## config.mk

```make
export PLATFORM = sky130hd
export DESIGN_NAME = fb_pixel_writer
export DESIGN_NICKNAME = d
export VERILOG_FILES = /design/src/rtl/fb_pkg.sv /design/src/rtl/fb_addr_calc.sv /design/src/rtl/fb_pixel_writer.sv
export SDC_FILE = /design/constraint.sdc
export NUM_CORES = 1
export LEC_CHECK = 0
export BUFFER_PORTS_ARGS = -buffer_cell sky130_fd_sc_hd__buf_2
export CORE_MARGIN = 2
export CORE_UTILIZATION = 49
export CTS_CLUSTER_DIAMETER = 60
export DETAILED_ROUTE_END_ITERATION = 16
export PLACE_DENSITY = 0.88
export SLEW_MARGIN = 20
export SYNTH_ARGS = -nofsm -noshare
export SYNTH_HDL_FRONTEND = slang
export SYNTH_SLANG_ARGS = --single-unit
```

## constraint.sdc

```tcl
create_clock -name clk -period 3.25 [get_ports clk]
set_input_delay 0.65 -clock clk [delete_from_list [all_inputs] [get_ports clk]]
set_output_delay 0.65 -clock clk [all_outputs]
set_load 0.02 [all_outputs]
```

## src/rtl/fb_pkg.sv

```systemverilog
// Shared definitions for the framebuffer pixel writer: FSM encoding that
// matches the line drawer's 2-bit master_state, AXI response codes and the
// default framebuffer geometry.
package fb_pkg;

  // Encoding is fixed by the drawer, which waits for 2'b00 before stepping.
  typedef enum logic [1:0] {
    ST_IDLE = 2'b00,
    ST_ADDR = 2'b01,
    ST_BUS  = 2'b10,
    ST_RESP = 2'b11
  } fb_state_e;

  localparam logic [1:0]  AXI_RESP_OKAY = 2'b00;

  localparam logic [31:0] FB_BASE_DEF   = 32'h1000_0000;
  localparam int          FB_WIDTH_DEF  = 640;
  localparam int          FB_HEIGHT_DEF = 480;
  localparam int          FB_STRIDE_DEF = 1280;

  // A 16 bpp pixel occupies one half of a 32-bit beat; address bit 1 picks it.
  function automatic logic [3:0] half_strb(input logic sel_hi);
    return sel_hi ? 4'b1100 : 4'b0011;
  endfunction

endpackage

```

## src/rtl/fb_addr_calc.sv

```systemverilog
// Combinational clip test and byte-address / strobe / data generation for
// one pixel. The result is registered by the top while in the ADDR state.
module fb_addr_calc
  import fb_pkg::*;
#(
  parameter logic [31:0] FB_BASE   = FB_BASE_DEF,
  parameter int          FB_WIDTH  = FB_WIDTH_DEF,
  parameter int          FB_HEIGHT = FB_HEIGHT_DEF,
  parameter int          FB_STRIDE = FB_STRIDE_DEF
) (
  input  logic [15:0] x,
  input  logic [15:0] y,
  input  logic [15:0] data,
  output logic        clip,
  output logic [31:0] awaddr,
  output logic [3:0]  wstrb,
  output logic [31:0] wdata
);

  // One extra bit keeps the bound comparisons signed without overflow.
  localparam logic signed [16:0] W_S      = 17'(FB_WIDTH);
  localparam logic signed [16:0] H_S      = 17'(FB_HEIGHT);
  localparam logic [31:0]        STRIDE_W = 32'(FB_STRIDE);

  logic signed [16:0] xs;
  logic signed [16:0] ys;
  logic [31:0]        byte_a;

  // Clip against the visible window, then form the byte address. y is
  // zero-extended: any negative y has already been clipped, so the address
  // only matters for in-range coordinates.
  always_comb begin
    xs     = $signed({x[15], x});
    ys     = $signed({y[15], y});
    clip   = (xs < 17'sd0) || (xs >= W_S) || (ys < 17'sd0) || (ys >= H_S);
    byte_a = FB_BASE + ({16'd0, y} * STRIDE_W) + {15'd0, x, 1'b0};
    awaddr = byte_a & 32'hFFFF_FFFC;
    wstrb  = half_strb(byte_a[1]);
    wdata  = {data, data};
  end

endmodule

```

## src/rtl/fb_pixel_writer.sv

```systemverilog
// Pixel writer: edge-detects the drawer's write strobe, clips the pixel,
// and commits it with one single-beat AXI4 write. master_state and
// writes_done feed back to the drawer so it steps only after commit.
module fb_pixel_writer
  import fb_pkg::*;
#(
  parameter logic [31:0] FB_BASE   = FB_BASE_DEF,
  parameter int          FB_WIDTH  = FB_WIDTH_DEF,
  parameter int          FB_HEIGHT = FB_HEIGHT_DEF,
  parameter int          FB_STRIDE = FB_STRIDE_DEF
) (
  input  logic        clk,
  input  logic        rst_n,
  input  logic [31:0] pix_addr,
  input  logic [15:0] pix_data,
  input  logic        pix_we,
  output logic [1:0]  master_state,
  output logic        writes_done,
  output logic        overrun,
  output logic        bus_err,
  output logic [31:0] m_axi_awaddr,
  output logic        m_axi_awvalid,
  input  logic        m_axi_awready,
  output logic [31:0] m_axi_wdata,
  output logic [3:0]  m_axi_wstrb,
  output logic        m_axi_wvalid,
  input  logic        m_axi_wready,
  input  logic [1:0]  m_axi_bresp,
  input  logic        m_axi_bvalid,
  output logic        m_axi_bready
);

  fb_state_e   state_q, state_d;
  logic        pix_we_q;                 // previous pix_we, for edge detect
  logic [15:0] x_q, x_d, y_q, y_d, data_q, data_d;
  logic        writes_done_q, writes_done_d;
  logic        overrun_q, overrun_d;
  logic        bus_err_q, bus_err_d;
  logic [31:0] awaddr_q, awaddr_d;
  logic [31:0] wdata_q, wdata_d;
  logic [3:0]  wstrb_q, wstrb_d;
  logic        awvalid_q, awvalid_d;
  logic        wvalid_q, wvalid_d;
  logic        bready_q, bready_d;
  logic        aw_done_q, aw_done_d;
  logic        w_done_q, w_done_d;

  logic        capture;
  logic        calc_clip;
  logic [31:0] calc_awaddr;
  logic [31:0] calc_wdata;
  logic [3:0]  calc_wstrb;

  fb_addr_calc #(
    .FB_BASE   (FB_BASE),
    .FB_WIDTH  (FB_WIDTH),
    .FB_HEIGHT (FB_HEIGHT),
    .FB_STRIDE (FB_STRIDE)
  ) u_addr_calc (
    .x      (x_q),
    .y      (y_q),
    .data   (data_q),
    .clip   (calc_clip),
    .awaddr (calc_awaddr),
    .wstrb  (calc_wstrb),
    .wdata  (calc_wdata)
  );

  // Next-state and datapath: every register holds unless its state acts on it.
  always_comb begin
    state_d       = state_q;
    x_d           = x_q;
    y_d           = y_q;
    data_d        = data_q;
    writes_done_d = writes_done_q;
    overrun_d     = overrun_q;
    bus_err_d     = bus_err_q;
    awaddr_d      = awaddr_q;
    wdata_d       = wdata_q;
    wstrb_d       = wstrb_q;
    awvalid_d     = awvalid_q;
    wvalid_d      = wvalid_q;
    bready_d      = bready_q;
    aw_done_d     = aw_done_q;
    w_done_d      = w_done_q;

    // The drawer holds pix_we for several cycles; only the rise is a request.
    capture = pix_we & ~pix_we_q;

    case (state_q)
      ST_IDLE: begin
        if (capture) begin
          x_d           = pix_addr[31:16];
          y_d           = pix_addr[15:0];
          data_d        = pix_data;
          writes_done_d = 1'b0;
          state_d       = ST_ADDR;
        end
      end
      ST_ADDR: begin
        if (calc_clip) begin
          // Off-screen pixels complete without touching the bus.
          writes_done_d = 1'b1;
          state_d       = ST_IDLE;
        end else begin
          awaddr_d  = calc_awaddr;
          wdata_d   = calc_wdata;
          wstrb_d   = calc_wstrb;
          awvalid_d = 1'b1;
          wvalid_d  = 1'b1;
          aw_done_d = 1'b0;
          w_done_d  = 1'b0;
          state_d   = ST_BUS;
        end
      end
      ST_BUS: begin
        // AW and W complete independently, possibly in the same cycle.
        if (awvalid_q && m_axi_awready) begin
          awvalid_d = 1'b0;
          aw_done_d = 1'b1;
        end
        if (wvalid_q && m_axi_wready) begin
          wvalid_d = 1'b0;
          w_done_d = 1'b1;
        end
        if (aw_done_d && w_done_d) begin
          bready_d = 1'b1;
          state_d  = ST_RESP;
        end
      end
      ST_RESP: begin
        if (m_axi_bvalid && bready_q) begin
          bready_d      = 1'b0;
          writes_done_d = 1'b1;
          if (m_axi_bresp != AXI_RESP_OKAY) bus_err_d = 1'b1;
          state_d       = ST_IDLE;
        end
      end
      default: state_d = ST_IDLE;
    endcase

    // A new request while a pixel is in flight is dropped and flagged.
    if (capture && (state_q != ST_IDLE)) overrun_d = 1'b1;
  end

  // State register.
  always_ff @(posedge clk or negedge rst_n) begin
    if (!rst_n) state_q <= ST_IDLE;
    else        state_q <= state_d;
  end

  // Datapath and bus-side registers; reset aborts any transaction at once.
  always_ff @(posedge clk or negedge rst_n) begin
    if (!rst_n) begin
      pix_we_q      <= 1'b0;
      x_q           <= '0;
      y_q           <= '0;
      data_q        <= '0;
      writes_done_q <= 1'b0;
      overrun_q     <= 1'b0;
      bus_err_q     <= 1'b0;
      awaddr_q      <= '0;
      wdata_q       <= '0;
      wstrb_q       <= '0;
      awvalid_q     <= 1'b0;
      wvalid_q      <= 1'b0;
      bready_q      <= 1'b0;
      aw_done_q     <= 1'b0;
      w_done_q      <= 1'b0;
    end else begin
      pix_we_q      <= pix_we;
      x_q           <= x_d;
      y_q           <= y_d;
      data_q        <= data_d;
      writes_done_q <= writes_done_d;
      overrun_q     <= overrun_d;
      bus_err_q     <= bus_err_d;
      awaddr_q      <= awaddr_d;
      wdata_q       <= wdata_d;
      wstrb_q       <= wstrb_d;
      awvalid_q     <= awvalid_d;
      wvalid_q      <= wvalid_d;
      bready_q      <= bready_d;
      aw_done_q     <= aw_done_d;
      w_done_q      <= w_done_d;
    end
  end

  assign master_state  = state_q;
  assign writes_done   = writes_done_q;
  assign overrun       = overrun_q;
  assign bus_err       = bus_err_q;
  assign m_axi_awaddr  = awaddr_q;
  assign m_axi_awvalid = awvalid_q;
  assign m_axi_wdata   = wdata_q;
  assign m_axi_wstrb   = wstrb_q;
  assign m_axi_wvalid  = wvalid_q;
  assign m_axi_bready  = bready_q;

endmodule

```

==> reports/results.tsv <==
metric	value	unit
status	finished, violations left	
violations	negative setup slack	
grt_pass1_vias	4463	
hp-class	in2async	
ys_warn_count	0	
clk_pin_slew_worst_paths	0.07	ns
synth-simple-area-share	14.3	%
wl_per_cell	15.9	µm
placed_area	0.00629	mm²
worstMarginPinSlew	0.748	ns
track_usage	21.1	%
period_minus_slack	3.25	ns
tns	-0.00725	ns
rows	39	
n_antenna_cell	0	
wl	12900	µm
synth_ff_type	dfrtp_1	
yosys.area.top_type	dfrtp_1	
num-nets-final	757	
worst_setup_path_start_kind	register	
grt_pass1_wl	21000	µm
synth_common_cells	nand2_1, dfrtp_1, mux2_2	
antenna_found_initial	0	
max-cap-violations	0	
finalPower	8.89	mW
synth_compound_area_share	11.8	%
synthMuxAreaShare	9.79	%
cts_made_buffers	9	
utilization	60.0	%
cts_tree	done	
clock_power_share	11.6	%
vias	4386	
p_switching	3.93	mW
dr.pass1.iters	4	
slew_headroom	48.9	%
use_met1	26.4	%
fp.coreArea	0.0113	mm²
design_area	0.00676	mm²
slowest_stage	fa_1	
p_leak	3.46	nW
crit_fanout	5	
cts_buffer_depth	2	
setup_slack	-0.00408	ns
setup_viol_count_final	3	
crit_top_cell	inv_2	
synthMostInstantiatedCell	nand2_1	
end_kind	register	
async_reset_ff_share	100	%
reg2reg_from	y_q[3]	
cp.required	3.46	ns
drive_gt1_share	35.9	%
fillerInstances	928	
fin_crit_sh	100	%
yosysSeqAreaShare	46.4	%
dp_hpwl	9460	µm
synth-edff-count	0	
htree_num_levels	3	
crit_start	y_q[3]	
synth.top_cell.area_share	46.4	%
p_comb_share	66.8	%
use_met2	34.6	%
syn_inst	544	
ir_drop	0.847	mV
synth_xor_area_share	3.44	%
power.density	1310	mW/mm²
place.gp.congestion	0.857	
clock_latency	0.35	ns
finalClockSkew	0.00958	ns
met3_usage	5.41	%
synth_cell_types	56	
worstSetupPathType	reg2reg	
area_growth	20.6	%
ys_seq_elements	104	
synth_area_leaders	dfrtp_1, mux2_2, ha_1, nand2_1, buf_4	
drt_iter0_drc	269	
crit_buf_inv	2	
ioPinCount	132	
clock-root-buffer	clkbuf_16	
cp_top_family	adder cells	
fmax	0.307	GHz
die_area	0.0123	mm²
rsz0062_at_grt	yes	
cts_hold_buf	0	
slew_viol_final	0	
cts.sinks	104	
top_usage_layer	met2	
syn_area	0.00561	mm²
power_frac_seq	21.6	%
grt.overflow.total	0	
cpPeakStageDelay	0.49	ns
io_buffers	126	
synth_top_family_by_area	simple AND/OR/NAND/NOR gates	
avgSynthCellArea	10.3	µm²
final_hold_viol_count	0	
detail-route-antenna-nets	0	
cp_cell_sequence	ha_1 > ha_2 > inv_2 > fa_1 > inv_2 > ha_4 > and3_4 > a2111o_1 > a21o_1 > a21oi_2 > o21ai_2 > nand4b_1 > xnor2_1 > o21ai_1	
vias_per_cell	5.42	
p_sw_share	44.2	%
crit_arrival	3.47	ns
synth_fa_ha_area_share	8.97	%
grt_max_degree	67	
die-height	111	µm
start_util	49.8	%
drc	0	
intPower	4.96	mW
die-width	111	µm
flip-flops by register name, indices dropped and copies added, names as in the netlist, named ones only:
register / count
writes_done: 1
m_axi_awaddr: 27
master_state: 1
bus_err: 1
m_axi_wstrb: 2
x_q: 16
overrun: 1
data_q: 16
w_done_q: 1
m_axi_awvalid: 1
y_q: 16
pix_we_q: 1
m_axi_wdata: 16
m_axi_bready: 1
aw_done_q: 1
m_axi_wvalid: 1
cell usage in the layout, fill, tap and decap left out, types with 4 or more instances in the layout:
cell,n
buf_2,125
nand2_1,112
dfrtp_1,104
mux2_2,47
ha_1,30
buf_4,22
o21ai_0,21
a21oi_1,19
nor2_1,16
xnor2_1,15
o21ai_1,13
a21o_1,10
clkbuf_16,9
nand2b_1,8
inv_1,8
xor2_1,7
nor4_1,5
conb_1,5
and2_1,4
nor2b_1,4
a211oi_1,4
ha_4,4
through the flow:
stage          instances  setup WS [ns]  hold slack [ns]
3_5_place_dp         786         -0.189            0.451
4_1_cts              804         0.0178            0.346
2_1_floorplan        548         0.0554            0.354
6_report             809       -0.00408            0.318
5_1_grt              809         -0.116            0.381
3_3_place_gp         786        0.00261            0.439
cells by family (layout without fill, tap and decap cells):
family,after synthesis,after routing
and+or+nand+nor,175,175
DFF,104,104
AOI/OAI and AO/OA,99,99
buffers and inverters,55,173
muxes,49,49
adders and majority gates,39,39
xor gates and xnor gates,22,22
other,1,5
power groups by stage:
stage / clock network [mW] / logic [mW] / registers (mW)
2_1_floorplan: 0 / 3.94 / 1.87
3_3_place_gp: 0 / 4.84 / 1.90
3_5_place_dp: 0 / 5.08 / 1.93
4_1_cts: 1.06 / 5.56 / 1.91
5_1_grt: 1.10 / 6.48 / 1.96
6_report: 1.03 / 5.94 / 1.91
what timing repair did:
item	4_1_cts	5_1_grt
gates resized for setup	8	10
endpoints found under the hold margin	0	0
pin swaps	8	7
buffers inserted	3	5
setup endpoints to repair	11	10
final cells by class:
| type | instances | area [µm²] | area share, % |
|---|---|---|---|
| Clock buffer | 12 | 256 | 3.79 |
| Clock inverter | 3 | 25.0 | 0.370 |
| Timing Repair Buffer | 147 | 791 | 11.7 |
| Multi-Input combinational cell | 389 | 2870 | 42.4 |
| Sequential cell | 104 | 2600 | 38.5 |
| Tap cell | 143 | 179 | 2.65 |
| Inverter | 11 | 41.3 | 0.610 |
path summary, 6_finish.rpt:
kind	to	slack [ns]	cells after the start
max	m_axi_awaddr[25]	-0.004	14
min	bus_err	0.32	1
max reg2reg	m_axi_awaddr[25]	-0.004	14
min reg2reg	m_axi_wdata[24]	0.47	2
max in group asynchronous	m_axi_awaddr[24]	2.12	2
min in group clk	pix_we_q	0.41	1
per-layer routing:
metal	wire (µm)	up-vias
met5	0	-
met4	419	0
met3	712	38
met2	6290	158
met1	5440	2097
li1	-	2093
Note: power is estimated with default switching activity, not from simulation.
